$ cat src/rtl/ha_array_accum_seq.sv
// Multi-cycle fold of the ha_array (b,t) rows into a PW-bit product.
// Optional op_count port: define HA_ACCUM_SEQ_OPCNT_EN.
module ha_array_accum_seq #(
  parameter int ROWS_PER_CYCLE = 1,
  parameter int PW             = 16
) (
  input  logic          clk,
  input  logic          rst_n,
  input  logic          in_valid,
  output logic          in_ready,
  input  logic [7:0]    x,
  input  logic [7:0]    y,
  output logic [7:0]    dp_x,
  output logic [7:0]    dp_y,
  input  logic [6:0]    ha_b0,
  input  logic [6:0]    ha_b1,
  input  logic [6:0]    ha_b2,
  input  logic [6:0]    ha_b3,
  input  logic [8:0]    ha_t0,
  input  logic [8:0]    ha_t1,
  input  logic [8:0]    ha_t2,
  input  logic [8:0]    ha_t3,
  output logic          out_valid,
  input  logic          out_ready,
  output logic [PW-1:0] product,
  output logic          busy
`ifdef HA_ACCUM_SEQ_OPCNT_EN
  ,
  output logic [15:0]   op_count
`endif
);

  if (!(ROWS_PER_CYCLE == 1 ||
        ROWS_PER_CYCLE == 2 ||
        ROWS_PER_CYCLE == 4) || PW < 16)
  begin : g_bad_cfg
    $error("ha_array_accum_seq: bad parameters");
  end

  typedef enum logic [1:0] {
    IDLE,
    ACC,
    DONE
  } state_t;

  localparam logic [2:0] STEP = 3'(ROWS_PER_CYCLE);

  state_t        state;
  logic [PW-1:0] acc;
  logic [2:0]    row;
  logic [PW-1:0] term [4];
  logic [PW-1:0] fold;

  always_comb begin
    term[0] = PW'(ha_t0) + (PW'(ha_b0) << 2);
    term[1] = (PW'(ha_t1) + (PW'(ha_b1) << 2)) << 2;
    term[2] = (PW'(ha_t2) + (PW'(ha_b2) << 2)) << 4;
    term[3] = (PW'(ha_t3) + (PW'(ha_b3) << 2)) << 6;
  end

  // row always steps by ROWS_PER_CYCLE, which divides 4
  always_comb begin
    fold = '0;
    for (int j = 0; j < ROWS_PER_CYCLE; j++) begin
      fold = fold + term[row[1:0] + 2'(j)];
    end
  end

  assign in_ready = (state == IDLE);
  assign busy     = (state != IDLE);

  always_ff @(posedge clk) begin
    if (!rst_n) begin
      state     <= IDLE;
      acc       <= '0;
      row       <= '0;
      product   <= '0;
      dp_x      <= '0;
      dp_y      <= '0;
      out_valid <= 1'b0;
`ifdef HA_ACCUM_SEQ_OPCNT_EN
      op_count  <= '0;
`endif
    end else begin
      unique case (state)
        IDLE: begin
          if (in_valid) begin
            dp_x  <= x;
            dp_y  <= y;
            acc   <= '0;
            row   <= '0;
            state <= ACC;
          end
        end
        ACC: begin
          if (row[2]) begin
            product   <= acc;
            out_valid <= 1'b1;
            state     <= DONE;
          end else begin
            acc <= acc + fold;
            row <= row + STEP;
          end
        end
        DONE: begin
          if (out_ready) begin
            out_valid <= 1'b0;
            state     <= IDLE;
`ifdef HA_ACCUM_SEQ_OPCNT_EN
            op_count  <= op_count + 16'd1;
`endif
          end
        end
        default: state <= IDLE;
      endcase
    end
  end

endmodule

$ cat config.mk
export PLATFORM = sky130hd
export DESIGN_NAME = ha_array_accum_seq
export DESIGN_NICKNAME = d
export VERILOG_FILES = /design/src/rtl/ha_array_accum_seq.sv
export SDC_FILE = /design/constraint.sdc
export NUM_CORES = 1
export LEC_CHECK = 0
export CORE_MARGIN = 5
export CORE_UTILIZATION = 35
export CTS_BUF_LIST = sky130_fd_sc_hd__clkbuf_8
export DETAILED_ROUTE_END_ITERATION = 8
export GPL_TIMING_DRIVEN = 1
export PLACE_DENSITY = 0.65
export SETUP_SLACK_MARGIN = 0.05
export SLEW_MARGIN = 15
export SYNTH_ARGS = -nofsm -noshare
export SYNTH_HDL_FRONTEND = slang
export SYNTH_SLANG_ARGS = --single-unit
$ cat constraint.sdc
create_clock -name clk -period 7.5 [get_ports clk]
set_input_delay 1.125 -clock clk [delete_from_list [all_inputs] [get_ports clk]]
set_output_delay 1.125 -clock clk [all_outputs]
set_load 0.02 [all_outputs]
==> impl_metrics.json, run 1 <==
{
  "ctsHoldBuffers": 0,
  "start_kind": "input pin",
  "crit_path_end_kind": "flip-flop",
  "h-tree-depth": 2,
  "power.switching_w": 0.000239,
  "antenna_found_initial": 0,
  "setup_viol": 0,
  "cts_made_buffers": 5,
  "synth_top_cell_by_area": "dfxtp_1",
  "synth_top_cells_by_area": "dfxtp_1 28%, ha_1 15%, nand2_1 9.6%, a21oi_1 8.3%, xnor2_1 3.7%",
  "first_iter_violations": 127,
  "top_layer": "met4",
  "reg2reg_depth": 11,
  "relSlewSlack_pct": 45.6,
  "yosysMostFrequentCell": "nand2_1",
  "grt_pass1_wl_mm": 15.6,
  "power_density_nw_per_um2": 143,
  "timing_hold_violations_final": 0,
  "ys_ff_latch": 54,
  "grt_max_degree": 47,
  "num_vias": 3579,
  "drc": 0,
  "clock_skew_ns": 0.00966,
  "synth_top_area_share_pct": 28.3,
  "diodes": 0,
  "drt-wirelength-per-cell_um": 12.8,
  "die-area_um2": 13100,
  "postSynthCellCount": 479,
  "ant_nets": 0,
  "grt_use_total_pct": 14.0,
  "num-fill-cells": 1089,
  "multi_input_area_um2": 2610,
  "drive_gt1_share_pct": 4.93,
  "r2r_setup_slack_ns": 4.36,
  "grt_pass1_vias": 3644,
  "min_to": "dp_x[5]",
  "clk_pin_slew_worst_paths_ns": 0.09,
  "min_from": "dp_x[5]",
  "ys_seq_area_share_pct": 28.3,
  "synth_area_um2": 3820,
  "crit_type": "in -> reg",
  "crit-reg2reg-launch": "row[1]",
  "dp_cells": 721,
  "cts_tree": "built",
  "place.gp.congestion": 0.891,
  "fmaxAchievable_mhz": 225,
  "yosys_warnings": 0,
  "async_reset_ff_share_pct": 0,
  "wl_met1_mm": 4.22,
  "syn_avg_cell_area_um2": 7.98,
  "viasPerCell": 4.92,
  "overflow": 0,
  "area_growth_pct": 35.9,
  "cts_resized": 0,
  "timing.rr.end": "acc[12]",
  "hold_depth": 2,
  "cp_max_fo": 9,
  "dr_wl_met2_mm": 4.22,
  "clockRootBuffer": "clkbuf_8",
  "port_buffers": 118,
  "whs_ns": 0.456,
  "wirelength_mm": 9.32,
  "required_ns": 7.70,
  "rsz0062_at_grt": "false",
  "syn-num-nets": 613,
  "regArea_um2": 1080,
  "ys_types": 49,
  "tns_ns": 0,
  "final_cell_count_no_fill": 728,
  "maxCapViolCount": 0,
  "wl_met3_um": 723,
  "clock-sinks": 54,
  "power_switching_share_pct": 32.1,
  "tightest_slew_ns": 0.816,
  "clkPwrFrac_pct": 19.7,
  "io_pins": 119,
  "initial_core_util_pct": 35.4,
  "p_int_w": 0.000505,
  "ir_drop_v": 0.0000678,
  "firstDrtPassIters": 4,
  "yosys-top-cells-count": "98 x nand2_1, 63 x a21oi_1, 54 x dfxtp_1, 45 x ha_1, 29 x nor2_1",
  "die_w_um": 114,
  "final_nets": 722,
  "rows": 38,
  "cp.arrival_ns": 4.65,
  "cts_max_path_buffers": 2,
  "timing.final.crit_period_ns": 4.45,
  "clock_latency_ns": 0.30,
  "dpl.hpwl_mm": 7.89,
  "seq_power_share_pct": 41.7,
  "core_area_um2": 10800,
  "ys.flop_type": "dfxtp_1",
  "die_y_um": 114,
  "status": "finished, final reports clean",
  "postCtsSetupBuffers": 0,
  "p_leak_nw": 2.12,
  "finalMaxSlewViolations": 0,
  "p_comb_share_pct": 38.6,
  "synth-edff-count": 0,
  "hold_class": "reg -> reg",
  "post-route-period-util_pct": 59.3
}
==> cell usage in the layout, fill, tap and decap left out, drive strengths merged, types with 2 or more instances in the layout <==
cell type      synthesis  routed
a211o                  2       2
a211oi                 5       5
a21o                  17      17
a21oi                 66      66
a22oi                  9       9
and2                   3       3
clkbuf                 8       5
clkdlybuf4s50          0     118
clkinv                 0       2
dfxtp                 54      54
fa                     5       5
ha                    45      45
inv                   16      16
mux2i                  2       2
nand2                 98      98
nand2b                 2       2
nand3                  2       2
nand4                  2       2
nor2                  31      31
nor2b                  8       8
nor3                   6       6
o211ai                 3       3
o21a                   3       3
o21ai                 27      27
o21bai                10      10
or2                    3       3
xnor2                 16      16
xor2                  15      15
==> through the flow <==
step / utilization [%] / power [W] / worst slack, ns / area, um^2
floorplan: - / 0.000507 / 3.37 / 3820
CTS: 48.1 / 0.000754 / 3.04 / 5190
detailed placement: 47.4 / 0.000605 / 2.73 / 5110
global placement: 47.4 / 0.000600 / 2.80 / 5110
global route: 48.1 / 0.000796 / 2.79 / 5190
finish: 48.1 / 0.000744 / 3.05 / 5190
==> worst max-delay path by stage <==
stage                         from  endpoint  slack, ns
after global routing      ha_b2[0]   acc[15]       2.79
after detailed placement  ha_b2[0]   acc[15]       2.73
after floorplan           ha_b2[0]   acc[15]       3.37
final                     ha_b2[0]   acc[15]       3.05
after global placement    ha_b2[0]   acc[15]       2.80
after CTS                 ha_b2[0]   acc[15]       3.04
==> power groups by stage <==
stage	combinational (W)	sequential, W	clock [W]
after floorplan	0.000187	0.000320	0
after global placement	0.000283	0.000317	0
after detailed placement	0.000288	0.000317	0
after CTS	0.000290	0.000310	0.000154
after global routing	0.000322	0.000312	0.000161
final	0.000287	0.000310	0.000147
==> worst max-delay path: stages <==
cell	delay (ns)
clkdlybuf4s50_1	0.41
ha_1	0.22
fa_1	0.41
a21o_1	0.17
a21oi_1	0.21
o21bai_1	0.09
a21oi_1	0.19
xor2_1	0.16
o21ai_1	0.06
and2_1	0.16
ha_1	0.37
a21o_1	0.20
a21o_1	0.19
a21oi_2	0.14
o21ai_2	0.07
xnor2_1	0.20
o21bai_1	0.08
a22o_1	0.18
==> registers in the layout, summed over array words and instances (netlist names) <==
name       cells
acc           16
dp_x           8
dp_y           8
out_valid      1
product       16
row            3
state          2
==> kinds of logic after synthesis <==
logic type	after synthesis	synth area share, %
AOI/OAI and AO/OA	148	24.3
adders and majority gates	50	17.4
buffers and inverters	33	3.40
and+or+nand+nor	159	18.1
xor gates and xnor gates	31	7.11
DFF	54	28.3
muxes	4	1.41
==> cell type report <==
class / instances / area share [%]
multi-input combinational: 392 / 50.3
timing repair buffer: 119 / 22.9
sequential: 54 / 20.8
tap: 140 / 3.37
clock buffer: 5 / 1.32
inverter: 16 / 1.16
clock inverter: 2 / 0.193
==> metal layers <==
layer	vias up	global-route usage, %
li1	1873	-
met1	1567	16.9
met2	124	24.4
met3	15	3.33
met4	0	4.04
met5	-	0
(Power assumes the default switching activity.)
==> inputs of run 2 (changes only) <==
==> constraint.sdc (replaced) <==
create_clock -name clk -period 4.5 [get_ports clk]
set_input_delay 0.675 -clock clk [delete_from_list [all_inputs] [get_ports clk]]
set_output_delay 0.675 -clock clk [all_outputs]
set_load 0.02 [all_outputs]
==> run 2 against run 1 <==
Against the previous run:
- non-clock buffer count is 3 higher
- clock-buffer cell count grew 1
- sequential share of layout area down 0.22 points
- clock power rose by 120%
- via count grew 1.2%
- sequential power is 68% higher
- critical path depth is 1 lower
- hold slack barely moved
- final cell count increased by 0.41%
- global-route usage rose by 0.088 points
- routed wire length is 1.8% higher
- die area stayed put
==> impl_metrics.json, run 2 (same netlist as run 1, synthesis figures left out) <==
{
  "multi_input_area_um2": 2610,
  "first_iter_violations": 158,
  "setup_slack_ns": 0.435,
  "postCtsSetupBuffers": 0,
  "clk_pin_slew_worst_paths_ns": 0.09,
  "clock-sinks": 54,
  "timing_hold_violations_final": 0,
  "ir_drop_v": 0.000150,
  "fin_area_um2": 5250,
  "setup_viol": 0,
  "ant_nets": 0,
  "cts_made_buffers": 5,
  "clock_skew_ns": 0.00804,
  "whs_ns": 0.456,
  "maxCapViolCount": 0,
  "required_ns": 4.70,
  "h-tree-depth": 2,
  "dpl_cell_area_um2": 5140,
  "rows": 38,
  "dpl.hpwl_mm": 7.97,
  "final_cell_mix": "118 x clkdlybuf4s50_1, 98 x nand2_1, 63 x a21oi_1",
  "cts_resized": 0,
  "drt-wirelength-per-cell_um": 13.0,
  "cp_max_fo": 5,
  "crit_path_end_kind": "flip-flop",
  "crit-reg2reg-launch": "row[0]",
  "power_density_nw_per_um2": 252,
  "fmaxAchievable_mhz": 246,
  "power_switching_share_pct": 30.6,
  "core_area_um2": 10800,
  "viasPerCell": 4.96,
  "clkPwrFrac_pct": 24.4,
  "critPathCapture": "acc[15]",
  "status": "finished, final reports clean",
  "hold_class": "reg -> reg",
  "crit_type": "in -> reg",
  "cts_max_path_buffers": 2,
  "initial_core_util_pct": 35.4,
  "reg2reg_depth": 11,
  "cts_tree": "built",
  "tightest_slew_ns": 0.748,
  "regArea_um2": 1080,
  "grt_pass1_wl_mm": 15.7,
  "top_regs": "acc (16), product (16)",
  "start_kind": "input pin",
  "timing.rr.end": "acc[12]",
  "place.gp.congestion": 0.966,
  "diodes": 0,
  "p_comb_share_pct": 36.3,
  "antenna_found_initial": 0,
  "finalMaxSlewViolations": 0,
  "p_leak_nw": 2.15,
  "port_buffers": 118,
  "grt_use_total_pct": 14.1,
  "clock_latency_ns": 0.30,
  "die_y_um": 114,
  "drc": 0,
  "overflow": 0,
  "num_vias": 3623,
  "drive_gt1_share_pct": 5.41,
  "layout_commonest_cell": "clkdlybuf4s50_1",
  "num-fill-cells": 1095,
  "relSlewSlack_pct": 50.1,
  "p_int_w": 0.000917,
  "final_nets": 725,
  "seq_power_share_pct": 39.4,
  "grt_max_degree": 47,
  "r2r_setup_slack_ns": 1.40,
  "firstDrtPassIters": 5,
  "power.switching_w": 0.000404,
  "rsz0062_at_grt": "false",
  "die-area_um2": 13100,
  "post-route-period-util_pct": 90.3,
  "critPathLaunch": "ha_b1[1]",
  "timing.final.crit_period_ns": 4.07,
  "die_w_um": 114,
  "cp.arrival_ns": 4.27,
  "grt_pass1_vias": 3542,
  "post-place-ws_ns": 0.112,
  "ctsHoldBuffers": 0,
  "area_growth_pct": 37.4,
  "tns_ns": 0,
  "clockRootBuffer": "clkbuf_8",
  "io_pins": 119,
  "wirelength_mm": 9.48
}
[run 2: cell count changes in the layout (fill, tap and decap cells not counted)]
| cell | change |
|---|---|
| buf_4 | +3 |
| bufinv_16 | +1 |
| clkbuf_8 | +1 |
| clkinv_2 | -2 |
[run 2: layer usage]
layer	vias to the layer above	track usage, %	wire, um
met2	119	24.2	4300
li1	1896	-	-
met5	-	0	0
met3	12	3.65	759
met4	0	3.56	125
met1	1596	17.4	4300
[run 2: cell type report]
cell class | count | area share, %
repair buffers | 122 | 23.1
flip-flops and latches | 54 | 20.6
inverters | 16 | 1.14
clock inverters | 1 | 0.572
multi-input cells | 392 | 49.7
well taps | 140 | 3.34
clock buffers | 6 | 1.57
[run 2: stage by stage]
| step | power [W] | std cells | utilization [%] |
|---|---|---|---|
| floorplan | 0.000845 | 479 | - |
| global placement | 0.00100 | 724 | 47.6 |
| detailed placement | 0.00101 | 724 | 47.6 |
| CTS | 0.00134 | 731 | 48.6 |
| global route | 0.00141 | 731 | 48.6 |
| finish | 0.00132 | 731 | 48.6 |
[run 2: power groups by stage]
stage                     Sequential, W  Combinational, W  Clock (W)
after floorplan                0.000534          0.000311          0
after global placement         0.000530          0.000472          0
after detailed placement       0.000531          0.000480          0
after CTS                      0.000520          0.000482   0.000336
after global routing           0.000523          0.000536   0.000350
final                          0.000520          0.000479   0.000322
[run 2: worst min-delay path by stage]
stage	startpoint	depth (start not counted)	endpoint
floorplan	acc[10]	2	acc[10]
global placement	dp_x[0]	2	dp_x[0]
detailed placement	dp_x[2]	2	dp_x[2]
CTS	dp_x[2]	2	dp_x[2]
global route	dp_y[5]	2	dp_y[5]
finish	dp_x[3]	2	dp_x[3]
[run 2: critical path, stage by stage]
cell and delay [ns]:
clkdlybuf4s50_1 0.46, ha_1 0.32, a21o_1 0.18, a21oi_1 0.21, o21bai_1 0.09, a21oi_1 0.23, xor2_1 0.10, a2111oi_0 0.58
a21o_1 0.15, ha_1 0.22, nand2_1 0.12, a211oi_2 0.25, a21oi_2 0.11, o21ai_2 0.16, xnor2_1 0.15, o21bai_1 0.08
a22o_1 0.18
==> inputs of run 3 (changes only) <==
==> constraint.sdc (replaced) <==
create_clock -name clk -period 4.6 [get_ports clk]
set_input_delay 0.69 -clock clk [delete_from_list [all_inputs] [get_ports clk]]
set_output_delay 0.69 -clock clk [all_outputs]
set_load 0.02 [all_outputs]
==> run 3 against run 2 <==
Against the previous run:
- critical path depth is the same
- worst setup slack gained 0.14 ns
- first-iteration DRC count shrank 26%
- routed wire length grew 0.75%
- final cell count is the same
- core utilization shrank 0.070 points
- sequential cell count is the same
- highest routed layer unchanged
==> impl_metrics.json, run 3 (same netlist as run 1, synthesis figures left out) <==
{
  "grt_pass1_wl_mm": 16.0,
  "p_leak_nw": 2.14,
  "dpl_cell_area_um2": 5130,
  "setup_viol": 0,
  "firstDrtPassIters": 4,
  "io_pins": 119,
  "crit_type": "in -> reg",
  "diodes": 0,
  "clk_pin_slew_worst_paths_ns": 0.10,
  "antenna_found_initial": 0,
  "clock-sinks": 54,
  "cts_max_path_buffers": 2,
  "num_vias": 3597,
  "tns_ns": 0,
  "final_nets": 724,
  "clockRootBuffer": "clkbuf_8",
  "die_y_um": 114,
  "grt_max_degree": 47,
  "postCtsSetupBuffers": 0,
  "ir_drop_v": 0.000120,
  "tightest_slew_ns": 0.744,
  "layout_commonest_cell": "clkdlybuf4s50_1",
  "status": "finished, final reports clean",
  "setup_slack_ns": 0.574,
  "drt-wirelength-per-cell_um": 13.1,
  "worstPathCellList": "clkdlybuf4s50_1, ha_1, a21o_1, a21oi_1, o21bai_1, a21oi_1, xor2_1, a2111oi_0, a21o_1, ha_1, nand2_1, a211oi_2, a21oi_2, o21ai_2, xnor2_1, o21bai_1, a22o_1",
  "overflow": 0,
  "port_buffers": 118,
  "initial_core_util_pct": 35.4,
  "viasPerCell": 4.92,
  "core_area_um2": 10800,
  "relSlewSlack_pct": 50.3,
  "ant_nets": 0,
  "power_density_nw_per_um2": 246,
  "drc": 0,
  "cp_max_fo": 5,
  "grt_use_total_pct": 14.4,
  "finalMaxSlewViolations": 0,
  "crit_path_end_kind": "flip-flop",
  "rows": 38,
  "drive_gt1_share_pct": 5.41,
  "dpl.hpwl_mm": 8.11,
  "ctsHoldBuffers": 0,
  "place.gp.congestion": 0.897,
  "post-route-period-util_pct": 87.5,
  "crit-reg2reg-launch": "row[0]",
  "area_growth_pct": 37.2,
  "die-area_um2": 13100,
  "h-tree-depth": 2,
  "hold_class": "reg -> reg",
  "timing_hold_violations_final": 0,
  "rsz0062_at_grt": "false",
  "cp.arrival_ns": 4.23,
  "timing.final.crit_period_ns": 4.03,
  "start_kind": "input pin",
  "num-fill-cells": 1086,
  "whs_ns": 0.459,
  "final_core_util_pct": 48.6,
  "cts_tree": "built",
  "worst_path_max_delay_cell": "a2111oi_0",
  "fmaxAchievable_mhz": 248,
  "final_cell_mix": "118 x clkdlybuf4s50_1, 98 x nand2_1, 63 x a21oi_1",
  "cts_made_buffers": 5,
  "top_regs": "acc (16), product (16)",
  "maxCapViolCount": 0,
  "post-place-ws_ns": 0.243,
  "min_from": "product[7]",
  "required_ns": 4.81,
  "clock_latency_ns": 0.30,
  "fin_area_um2": 5240,
  "slowest_delay_ns": 0.47,
  "first_iter_violations": 117,
  "clock_skew_ns": 0.0122,
  "critPathLaunch": "ha_b1[1]",
  "wirelength_mm": 9.55,
  "die_w_um": 114,
  "cts_resized": 0,
  "grt_pass1_vias": 3627
}
run 3: cell count changes in the layout (fill, tap and decap cells not counted):
cell      previous run  this run
clkinv_2             0         1
clkbuf_8             6         5
buf_4                4         3
inv_6                0         1
run 3: worst paths after layout:
kind | to | slack [ns] | cells past startpoint
setup / recovery | acc[15] | 0.57 | 17
hold / removal | product[7] | 0.46 | 2
setup reg to reg | acc[15] | 1.55 | 12
hold reg to reg | product[7] | 0.46 | 2
run 3: metrics by stage:
step           power (W)  std cells
5_1_grt          0.00138        731
2_1_floorplan   0.000827        479
3_5_place_dp    0.000989        723
3_3_place_gp    0.000979        723
4_1_cts          0.00131        731
6_report         0.00129        731
run 3: layout make-up:
cell class              count  area (um^2)  area share, %
flip-flops and latches     54         1080           20.6
clock buffers               5         68.8           1.31
inverters                  16         60.1           1.15
well taps                 140          175           3.34
multi-input cells         392         2610           49.8
repair buffers            121         1200           23.0
clock inverters             3         43.8          0.835
run 3: power breakdown:
group          switching, W  total, W  internal, W
logic              0.000235  0.000469     0.000234
registers         0.0000199  0.000508     0.000488
clock network      0.000149  0.000312     0.000163
run 3: worst max-delay path: cells and delay by family:
kind	cells	cell delay, ns
AOI/OAI and AO/OA	11	2.18
xor gates and xnor gates	2	0.25
and+or+nand+nor	1	0.11
buffers and inverters	1	0.46
adders and majority gates	2	0.54
run 3: layer usage:
metal	share of wire, %	vias up	global-route usage [%]
met2	46	127	25.0
met4	1.6	0	3.56
met1	44	1573	17.7
met3	8.3	16	3.91
li1	-	1881	-
met5	0	-	0
